<file path="src/rtl/alu_seq_ctrl.sv">
`default_nettype none
// ============================================================================
// Module      : alu_seq_ctrl
// Description : Sequential ALU controller. It latches a command on a start
//               strobe, then either evaluates a bitwise operation in one
//               EXEC cycle or performs a shift one bit per cycle in SHIFT.
//               A DONE cycle follows, marked by a one-cycle done pulse.
//               result, zero and err are registered and hold their values
//               between completions.
// Revision    : 1.0 - initial release
// ============================================================================
module alu_seq_ctrl #(
    parameter int N = 4
) (
    input  logic         clk,
    input  logic         rst,
    input  logic         start,
    input  logic [2:0]   op,
    input  logic [N-1:0] a,
    input  logic [N-1:0] b,
    output logic         busy,
    output logic         done,
    output logic [N-1:0] result,
    output logic         zero,
    output logic         err
);

    // Opcode encoding
    localparam logic [2:0] c_OP_AND = 3'b000;
    localparam logic [2:0] c_OP_OR  = 3'b001;
    localparam logic [2:0] c_OP_XOR = 3'b010;
    localparam logic [2:0] c_OP_SHR = 3'b011;
    localparam logic [2:0] c_OP_SHL = 3'b100;
    localparam logic [2:0] c_OP_NOT = 3'b101;

    // State encoding
    localparam logic [1:0] c_ST_IDLE  = 2'd0;
    localparam logic [1:0] c_ST_EXEC  = 2'd1;
    localparam logic [1:0] c_ST_SHIFT = 2'd2;
    localparam logic [1:0] c_ST_DONE  = 2'd3;

    // The shift counter must be able to hold the value N itself, because
    // oversized shift amounts saturate at N.
    localparam int          c_CNT_W = $clog2(N + 1);
    localparam logic [c_CNT_W-1:0] c_CNT_MAX = c_CNT_W'(N);
    localparam logic [c_CNT_W-1:0] c_CNT_ONE = c_CNT_W'(1);

    logic [1:0]         r_state;
    logic [2:0]         r_op;
    logic [N-1:0]       r_a;
    logic [N-1:0]       r_b;
    logic [N-1:0]       r_work;
    logic [c_CNT_W-1:0] r_cnt;
    logic               r_busy;
    logic               r_done;
    logic [N-1:0]       r_result;
    logic               r_zero;
    logic               r_err;

    logic [N-1:0]       w_logic_res;
    logic               w_logic_err;
    logic [c_CNT_W-1:0] w_shift_amt;
    logic               w_is_shift;

    // Clamp the requested shift amount to N so that oversized amounts clear the word
    always_comb begin
        w_shift_amt = c_CNT_MAX;
        if (32'(b) < N) begin
            w_shift_amt = c_CNT_W'(b);
        end
    end

    assign w_is_shift = (op == c_OP_SHR) || (op == c_OP_SHL);

    // Single-cycle operations evaluated on the latched operands
    always_comb begin
        w_logic_res = '0;
        w_logic_err = 1'b0;
        case (r_op)
            c_OP_AND: w_logic_res = r_a & r_b;
            c_OP_OR:  w_logic_res = r_a | r_b;
            c_OP_XOR: w_logic_res = r_a ^ r_b;
            c_OP_NOT: w_logic_res = ~r_a;
            default: begin
                // Shift opcodes never reach EXEC; anything else is invalid
                w_logic_res = '0;
                w_logic_err = 1'b1;
            end
        endcase
    end

    // Control FSM with registered outputs; reset aborts any command in flight
    always_ff @(posedge clk or posedge rst) begin
        if (rst) begin
            r_state  <= c_ST_IDLE;
            r_op     <= '0;
            r_a      <= '0;
            r_b      <= '0;
            r_work   <= '0;
            r_cnt    <= '0;
            r_busy   <= 1'b0;
            r_done   <= 1'b0;
            r_result <= '0;
            r_zero   <= 1'b1;
            r_err    <= 1'b0;
        end else begin
            case (r_state)
                c_ST_IDLE: begin
                    r_done <= 1'b0;
                    if (start) begin
                        // Snapshot the command so later input changes cannot disturb it
                        r_op   <= op;
                        r_a    <= a;
                        r_b    <= b;
                        r_work <= a;
                        r_cnt  <= w_shift_amt;
                        r_busy <= 1'b1;
                        r_state <= w_is_shift ? c_ST_SHIFT : c_ST_EXEC;
                    end
                end

                c_ST_EXEC: begin
                    r_result <= w_logic_res;
                    r_zero   <= (w_logic_res == '0);
                    r_err    <= w_logic_err;
                    r_done   <= 1'b1;
                    r_state  <= c_ST_DONE;
                end

                c_ST_SHIFT: begin
                    if (r_cnt != '0) begin
                        // One bit per cycle, zero-filled from the vacated end
                        if (r_op == c_OP_SHR) begin
                            r_work <= r_work >> 1;
                        end else begin
                            r_work <= r_work << 1;
                        end
                        r_cnt <= r_cnt - c_CNT_ONE;
                    end else begin
                        r_result <= r_work;
                        r_zero   <= (r_work == '0);
                        r_err    <= 1'b0;
                        r_done   <= 1'b1;
                        r_state  <= c_ST_DONE;
                    end
                end

                default: begin
                    // DONE: single-cycle pulse, start is ignored here
                    r_done  <= 1'b0;
                    r_busy  <= 1'b0;
                    r_state <= c_ST_IDLE;
                end
            endcase
        end
    end

    assign busy   = r_busy;
    assign done   = r_done;
    assign result = r_result;
    assign zero   = r_zero;
    assign err    = r_err;

endmodule
`default_nettype wire

</file>
<file path="config.mk">
export PLATFORM = sky130hd
export DESIGN_NAME = alu_seq_ctrl
export DESIGN_NICKNAME = d
export VERILOG_FILES = /design/src/rtl/alu_seq_ctrl.sv
export SDC_FILE = /design/constraint.sdc
export NUM_CORES = 1
export LEC_CHECK = 0
export ABC_AREA = 1
export CORE_MARGIN = 5
export CORE_UTILIZATION = 59
export CTS_BUF_LIST = sky130_fd_sc_hd__clkbuf_8
export DETAILED_ROUTE_END_ITERATION = 12
export GPL_TIMING_DRIVEN = 0
export PLACE_DENSITY = 0.95
export SLEW_MARGIN = 20
export SYNTH_ARGS = -nofsm -noshare
export SYNTH_HDL_FRONTEND = slang
export SYNTH_SLANG_ARGS = --single-unit
</file>
<file path="constraint.sdc">
create_clock -name clk -period 3.7 [get_ports clk]
set_clock_uncertainty 0.1 [all_clocks]
set_input_delay 0.74 -clock clk [delete_from_list [all_inputs] [get_ports clk]]
set_output_delay 0.74 -clock clk [all_outputs]
set_load 0.02 [all_outputs]
</file>
==> reports/summary.txt, run 1 <==
Fmax achieved -> 0.447 GHz
Crit path kind -> reg2out
Syn Inst Count -> 209
Clock buffer depth -> 2
Placer Congestion -> 0.846
Sw Pwr -> 0.822 mW
Final Net Count -> 262
PwrDens -> 897 mW/mm²
Final hold violations -> 0
Register bit count reported by yosys -> 28
Starting Density -> 0.610
Crit path from -> zero$_DFFE_PP1P_
Status -> finished, final reports clean
Main synth FF type -> dfrtp_1
Crit path DAT -> 1.40 ns
Max_slew headroom -> 0.626
Crit-path slowest cell -> clkdlybuf4s50_1
Area contributors post-synth -> dfrtp_1 41%, ha_1 9.8%, inv_1 7.9%
Period minus WS final -> 2.24 ns
Fin crit share -> 0.605
DR DRC count -> 0
Crit path buffers/inverters -> 1
Seq pwr share -> 0.314
CTS tree -> built
Fill count -> 213
Cts bufs inserted -> 3
Pleak -> 0.978 nW
Vias post-DR -> 1459
Area of the core -> 0.00271 mm²
GR Util All Layers -> 0.190
Area occupied by multi-input gates -> 778 µm²
Max stage delay on crit path -> 0.59 ns
Syn. warnings -> 0
Post-cts hold buffer count -> 0
Register area share after synthesis -> 0.424
Worst R2R Start -> r_state[0]$_DFFE_PP0P_
Io pins -> 22
Sw frac -> 0.470
Largest net degree at the start of global routing -> 29
Share of cells above drive strength 1 -> 0.0726
Post-CTS Setup Repair Bufs -> 0
Peak VDD IR -> 0.642 mV
Post-synth ARST share -> 1.00
Row cnt -> 19
Setup_tns -> 0 ns
Sequential Area -> 702 µm²
Worst setup SP type -> register
Slew Viols, Final -> 0
Post-CTS Resized -> 0
Share of the synthesized area in the top cell type -> 0.408
Synthesized area -> 0.00165 mm²
Critical Path Sink Type -> output pin
Commonest cells in the netlist -> 35 x inv_1, 35 x nand2_1, 27 x dfrtp_1, 23 x nor2_1
Critical Path RT -> 2.86 ns
First-pass GRT wire length -> 6130 µm
Worst slew pin tran -> 0.560 ns
Clock Latency Late Sink -> 0.27 ns
Clock transition at path regs -> 0.09 ns
Int Pwr -> 0.926 mW
Final wirelength -> 3470 µm
CP cell instances -> clkdlybuf4s50_1
Largest area contributor in the netlist -> dfrtp_1
Max-Cap Viols -> 0
Combinational share of power -> 0.590
Post-synth EDFFs -> 0
Die X -> 63.0 µm
Min-delay worst type -> reg2reg
CP top delay family -> buffers and inverters
Die height -> 63.0 µm
Vias per cell -> 5.51
Maximum fanout along the worst path -> 2
GRT overflow -> 0
RSZ-0062 raised after global routing -> no
Root Buffer -> clkbuf_8
Antenna-violating nets left -> 0
Port bufs -> 21
Final setup violation count -> 0
# diodes -> 0
First-iteration detailed-routing DRC count -> 57
Min Hold Slack -> 0.401 ns
Die ar. -> 0.00396 mm²
Area Overhead vs Synth -> 17.8%
HPWL after DPL -> 2670 µm
Initial antenna violation count -> 0
HP Start -> result[1]$_DFFE_PP0P_
Vias in the first global route -> 1401
Synth Area per Inst -> 7.91 µm²
Synthesized Nets -> 236
H-tree levels -> 1
First-pass iteration count of the detailed router -> 4
Netlist cell types -> 26
Clk pwr share -> 0.096
WL per Instance -> 13.1 µm
Clk sinks -> 28
## metrics by stage
stage	cells	power [mW]	util	setup slack, ns	cell area (µm²)
finish	265	1.75	0.719	1.46	1950
CTS	265	1.75	0.719	1.45	1950
floorplan	209	1.29	-	2.15	1650
global placement	261	1.53	0.702	1.56	1900
global route	265	1.92	0.719	1.44	1950
detailed placement	261	1.58	0.702	1.55	1900
## logic make-up after synthesis
family,share of synthesized area
AO/OA/AOI/OAI,0.146
adder cells (fa/ha/maj),0.0983
buffers and inverters,0.105
AND/OR/NAND/NOR,0.226
flip-flops,0.424
## final cells by class
cell class	instances	share of cell area
repair buffers	21	0.108
flip-flops and latches	28	0.360
well taps	31	0.0199
inverters	36	0.0694
plain buffers	6	0.0199
multi-input cells	139	0.399
clock buffers	3	0.0212
clock inverters	1	0.00193
## state kept, by name (all words and copies together), names as in the netlist, 2 cells and up
name,cells
result,4
r_op,3
r_state,2
r_work,4
r_b,4
r_a,4
r_cnt,3
## tightest hold or removal path, delay by kind of cell (launching register included)
family / cells / cell delay [ns]
flip-flops: 1 / 0.35
AND/OR/NAND/NOR: 2 / 0.12
## power by group through the flow
stage	Sequential, mW	Combinational [mW]	Clock, mW
detailed placement	0.557	1.02	0
CTS	0.550	1.03	0.168
floorplan	0.589	0.696	0
global placement	0.547	0.984	0
finish	0.549	1.03	0.168
global route	0.569	1.18	0.180
## path summary, 6_finish.rpt
check	to	cells past startpoint	slack [ns]
setup / recovery	zero	1	1.46
setup reg to reg	r_cnt[2]$_DFFE_PP0P_	7	1.91
hold reg to reg	result[1]$_DFFE_PP0P_	2	0.40
hold / removal	result[1]$_DFFE_PP0P_	2	0.40
max in group asynchronous	zero$_DFFE_PP1P_	2	2.38
min in group asynchronous	busy$_DFFE_PP0P_	2	0.74
## layer usage
layer	global-route usage	wire, µm	up-vias	part of all wire
met3	0.0306	177	8	0.051
met1	0.258	1570	683	0.45
met2	0.296	1670	41	0.48
met5	0	0	-	0
li1	-	-	727	-
met4	0.0822	59	0	0.017
## cells in the final DEF (no fill, tap or decap)
cell type	netlist	routed
a21oi_2	1	1
nor2_2	2	2
a21oi_1	16	16
o22ai_1	1	1
inv_1	35	35
nand2_1	35	35
o21ai_0	16	16
a22oi_1	4	4
nor2_4	2	2
clkdlybuf4s50_1	0	21
ha_1	13	13
nand4_1	4	4
o211ai_2	1	1
nand3_2	1	1
dfrtp_1	27	27
nor2_1	23	23
inv_2	1	2
o311ai_0	1	1
clkbuf_8	0	3
clkbuf_1	3	3
nand2_2	1	1
o21ai_1	1	1
dfstp_2	1	1
nor3_1	1	1
nand3_1	15	15
a32o_1	1	1
buf_6	2	2
buf_2	1	1
(Power assumes the default switching activity.)
==> inputs of run 2 (changes only) <==
CORE_UTILIZATION = 51   (was 59)
PLACE_DENSITY = 0.89   (was 0.95)
clock period = 1.83 ns   (was 3.7 ns; I/O delays follow)
==> run 2 against run 1 <==
- power rose by 110%
- hold slack got worse by 0.045 ns
- core utilization fell by 7.2 points
- largest cell class unchanged
- largest power group unchanged
==> reports/summary.txt, run 2 (synthesis gave the netlist of run 1 again) <==
Io pins -> 22
GRT overflow -> 0
Period minus WS final -> 1.74 ns
First-pass iteration count of the detailed router -> 4
Min-delay worst type -> in2async
WL per Instance -> 12.9 µm
Largest net degree at the start of global routing -> 29
First-pass GRT wire length -> 6140 µm
Row cnt -> 20
# diodes -> 0
Post-CTS Setup Repair Bufs -> 0
Root Buffer -> clkbuf_8
Max stage delay on crit path -> 0.39 ns
Share of cells above drive strength 1 -> 0.0940
HPWL after DPL -> 2780 µm
Placer Congestion -> 0.882
Most Frequent Cell on Critical Path -> inv_1
Clock transition at path regs -> 0.09 ns
Critical Path RT -> 1.95 ns
Max_slew headroom -> 0.618
Post-Place Setup Slack -> 0.0567 ns
CP cell instances -> inv_1, ha_1, inv_1, nor2_1, inv_1, nand2_2, inv_2, o21ai_0, inv_1, a21oi_2
PwrDens -> 1820 mW/mm²
Worst setup SP type -> register
Final wirelength -> 3590 µm
Final Net Count -> 262
Port bufs -> 21
Die X -> 67.0 µm
Die height -> 67.0 µm
Maximum fanout along the worst path -> 8
DR DRC count -> 0
Peak VDD IR -> 0.921 mV
Fin crit share -> 0.950
Max-Cap Viols -> 0
Crit path kind -> reg2reg
GR Util All Layers -> 0.180
Area of the core -> 0.00308 mm²
Commonest non-fill, non-tap cell in the layout -> nand2_1
Int Pwr -> 1.94 mW
Vias post-DR -> 1468
First-iteration detailed-routing DRC count -> 77
H-tree levels -> 1
Die ar. -> 0.00448 mm²
Vias in the first global route -> 1406
Dpl cells -> 274
Combinational share of power -> 0.589
Crit-path slowest cell -> dfrtp_1
Slew Viols, Final -> 0
Cts bufs inserted -> 3
Clk sinks -> 28
Sw frac -> 0.465
Seq pwr share -> 0.305
Area Overhead vs Synth -> 20.3%
Fmax achieved -> 0.575 GHz
Commonest cells after routing, fill and taps aside -> 35 x nand2_1, 32 x inv_1, 27 x dfrtp_1, 23 x nor2_1, 20 x clkdlybuf4s50_1
Pleak -> 0.982 nW
RSZ-0062 raised after global routing -> yes
Clk pwr share -> 0.105
Clock buffer depth -> 2
Finished Core Util -> 0.647
Final hold violations -> 0
Final setup violation count -> 0
Crit path buffers/inverters -> 5
Critical Path Sink Type -> register
Antenna-violating nets left -> 0
Sw Pwr -> 1.68 mW
Finished Layout Cells -> 278
Crit path from -> r_state[0]$_DFFE_PP0P_
Clock Latency Late Sink -> 0.27 ns
Crit path DAT -> 1.86 ns
Worst setup margin -> 0.0918 ns
Status -> finished, final reports clean
Starting Density -> 0.537
Initial antenna violation count -> 0
Worst R2R Start -> r_state[0]$_DFFE_PP0P_
CTS tree -> built
Vias per cell -> 5.28
Worst slew pin tran -> 0.573 ns
CP top delay family -> buffers and inverters
==> run 2: final cells by class <==
type	count	area (µm²)
inverters	36	135
fillers	289	1090
multi-input cells	139	792
plain buffers	6	42.5
repair buffers	21	209
well taps	44	55.1
flip-flops and latches	28	702
clock buffers	4	55.1
==> run 2: final timing paths <==
| path | end | slack, ns | cells after the start |
|---|---|---|---|
| min in group clk | result[1]$_DFFE_PP0P_ | 0.39 | 2 |
| setup reg to reg | zero$_DFFE_PP1P_ | 0.09 | 10 |
| hold / removal | r_state[0]$_DFFE_PP0P_ | 0.36 | 2 |
| max in group asynchronous | zero$_DFFE_PP1P_ | 0.89 | 2 |
| setup / recovery | zero$_DFFE_PP1P_ | 0.09 | 10 |
| hold reg to reg | result[1]$_DFFE_PP0P_ | 0.39 | 2 |
==> run 2: stage by stage <==
step	total power [mW]	TNS (ns)	hold slack (ns)	cell area, µm²
5_1_grt	4.01	-0.148	0.398	1990
3_3_place_gp	3.10	0	0.364	1920
4_1_cts	3.58	0	0.399	1970
3_5_place_dp	3.19	0	0.374	1920
6_report	3.62	0	0.356	1990
2_1_floorplan	2.60	0	0.331	1650
==> run 2: worst reg2reg max path, cell delays in order, from the launching register on <==
cell     delay [ns]
dfrtp_1        0.39
inv_1          0.10
ha_1           0.21
inv_1          0.12
nor2_1         0.17
inv_1          0.09
nand2_2        0.17
inv_2          0.08
o21ai_0        0.08
inv_1          0.07
a21oi_2        0.12
==> run 2: repair_timing <==
action,4_1_cts,5_1_grt
pin swaps,0,0
hold buffers,0,0
endpoints found under the hold margin,0,0
gates resized for setup,1,8
setup endpoints to repair,1,6
==> run 2: metal layers <==
metal,vias up,global-route usage,wire length [µm],share of wire
li1,729,-,-,-
met1,669,0.239,1510,0.42
met2,59,0.285,1670,0.46
met3,11,0.0337,286,0.080
met4,0,0.0810,120,0.033
met5,-,0,0,0
==> run 2: power by group through the flow <==
stage	Combinational (mW)	Clock [mW]	Sequential (mW)
floorplan	1.41	0	1.19
global placement	1.99	0	1.11
CTS	2.07	0.393	1.11
global route	2.43	0.430	1.15
detailed placement	2.07	0	1.12
finish	2.13	0.382	1.11
==> inputs of run 3 (changes only) <==
SETUP_SLACK_MARGIN = 0.5   (was not set)
SKIP_LAST_GASP = 1   (was not set)
==> run 3 against run 2 <==
- global-route usage rose by 5.2 points
- count of clock-buffer cells in the layout did not move
- core utilization rose by 16 points
- critical path depth did not move
- hold slack improved by 0.031 ns
- largest cell class unchanged
- sequential power rose by 5%
- first-iteration DRC count rose to 3.1 times the previous value
- sequential cell count did not move
- combinational power rose by 69%
==> reports/summary.txt, run 3 (synthesis gave the netlist of run 1 again) <==
Final setup violation count -> 0
DR DRC count -> 0
Antenna-violating nets left -> 0
Final Net Count -> 287
GR Util All Layers -> 0.232
Row cnt -> 20
WL per Instance -> 17.9 µm
GRT overflow -> 0
FF-to-FF End -> zero$_DFFE_PP1P_
First-pass GRT wire length -> 7820 µm
Status -> finished, final reports clean
Crit-path slowest cell -> dfrtp_1
Die ar. -> 0.00448 mm²
Largest net degree at the start of global routing -> 29
Peak VDD IR -> 1.43 mV
First-iteration detailed-routing DRC count -> 240
Crit path from -> r_a[0]$_DFFE_PP0P_
Clk sinks -> 28
PwrDens -> 2090 mW/mm²
Maximum fanout along the worst path -> 3
H-tree levels -> 1
Share of cells above drive strength 1 -> 0.421
Fin crit share -> 0.854
Period minus WS final -> 1.56 ns
RSZ-0062 raised after global routing -> yes
Crit path kind -> reg2reg
Area of the core -> 0.00308 mm²
First-pass iteration count of the detailed router -> 5
Commonest cells after routing, fill and taps aside -> 26 x dfrtp_1, 24 x nand2_1, 19 x inv_1, 17 x buf_4
Total power -> 5.19 mW
Worst R2R Start -> r_a[0]$_DFFE_PP0P_
Die height -> 67.0 µm
Design Area, Final -> 0.00249 mm²
Max stage delay on crit path -> 0.44 ns
Commonest non-fill, non-tap cell in the layout -> dfrtp_1
Final hold violations -> 0
Clock buffer depth -> 2
HPWL after DPL -> 2790 µm
Root Buffer -> clkbuf_8
Fill count -> 179
Slew Viols, Final -> 0
Final wirelength -> 5430 µm
Worst slew pin tran -> 0.629 ns
Worst reg-to-reg path cell count -> 10
# diodes -> 0
Worst setup path end -> zero$_DFFE_PP1P_
Most Frequent Cell on Critical Path -> nand2_1
Min Hold Slack -> 0.387 ns
Area after DPL -> 0.00198 mm²
Min-delay worst type -> in2async
Placer Congestion -> 0.854
Clock transition at path regs -> 0.11 ns
Initial antenna violation count -> 0
Io pins -> 22
Cts bufs inserted -> 3
Worst setup SP type -> register
Die X -> 67.0 µm
Critical Path Sink Type -> register
Port bufs -> 21
Vias post-DR -> 1806
Vias in the first global route -> 1692
Setup_tns -> 0 ns
CTS tree -> built
Area occupied by multi-input gates -> 0.00105 mm²
Crit path DAT -> 1.69 ns
Vias per cell -> 5.96
Pleak -> 1.15 nW
Fmax achieved -> 0.640 GHz
Reg-to-reg slack, setup -> 0.27 ns
Max_slew headroom -> 0.579
Area Overhead vs Synth -> 50.4%
Max-Cap Viols -> 0
Critical Path RT -> 1.95 ns
CP cell instances -> inv_2, ha_4, inv_1, nand3_1, nand2_1, nor2_4, nand2_1, nor2_1, nand2_1, a21oi_2
Starting Density -> 0.537
Clock Latency Late Sink -> 0.28 ns
Sequential Area -> 703 µm²
run 3: cell count changes in the layout (fill, tap and decap cells not counted), sizes merged:
| cell | previous run | this run |
|---|---|---|
| clkinvlp | 0 | 1 |
| clkdlybuf4s50 | 20 | 12 |
| inv | 36 | 35 |
| o211ai | 1 | 2 |
| clkbuf | 8 | 6 |
| buf | 2 | 36 |
run 3: critical path: cells and delay by family, from the launching register on:
family                     cells  cell delay, ns
AOI/OAI and AO/OA              1            0.11
and+or+nand+nor                6            0.54
DFF                            1            0.44
adders and majority gates      1            0.14
buffers and inverters          2            0.16
run 3: timing repair:
action,4_1_cts,5_1_grt
resized for setup,76,45
pin swaps,17,13
hold buffers,0,0
cloned,3,0
setup endpoints to repair,62,30
setup buffers,16,6
run 3: how the worst min path moves through the flow:
stage                          start                    end  slack [ns]  cells after the start
6_report                         rst     r_b[1]$_DFFE_PP0P_        0.39                      2
5_1_grt        result[1]$_DFFE_PP0P_  result[1]$_DFFE_PP0P_        0.43                      2
4_1_cts             done$_DFFE_PP0N_       done$_DFFE_PP0N_        0.39                      2
3_5_place_dp        done$_DFFE_PP0N_       done$_DFFE_PP0N_        0.37                      2
3_3_place_gp   result[1]$_DFFE_PP0P_  result[1]$_DFFE_PP0P_        0.36                      2
2_1_floorplan                    rst       busy$_DFFE_PP0P_        0.33                      1
run 3: area by class of cell:
type | instances | area share
buffer | 6 | 0.0312
clock buffer | 4 | 0.0221
inverter | 36 | 0.0599
multi-input combinational | 140 | 0.424
sequential | 28 | 0.283
tap | 44 | 0.0221
timing repair buffer | 45 | 0.158
run 3: power breakdown:
group          switching (mW)  internal, mW  leakage [nW]  total, mW
registers               0.230         0.939         0.326       1.17
logic                    2.02          1.59         0.799       3.61
clock network           0.216         0.193        0.0288      0.409
run 3: per-layer routing:
metal  up-vias  wire [µm]  global-route usage
met4         0        248               0.101
li1        783          -                   -
met5         -          0                   0
met2       124       2740               0.401
met3        27        418              0.0304
met1       872       2020               0.287
run 3: per-stage QoR:
stage,utilization,setup WS [ns],cells
final,0.808,0.268,303
after global routing,0.808,0.183,303
after CTS,0.748,0.355,297
after detailed placement,0.645,0.0458,274
after global placement,0.645,0.0752,274
after floorplan,-,0.432,209
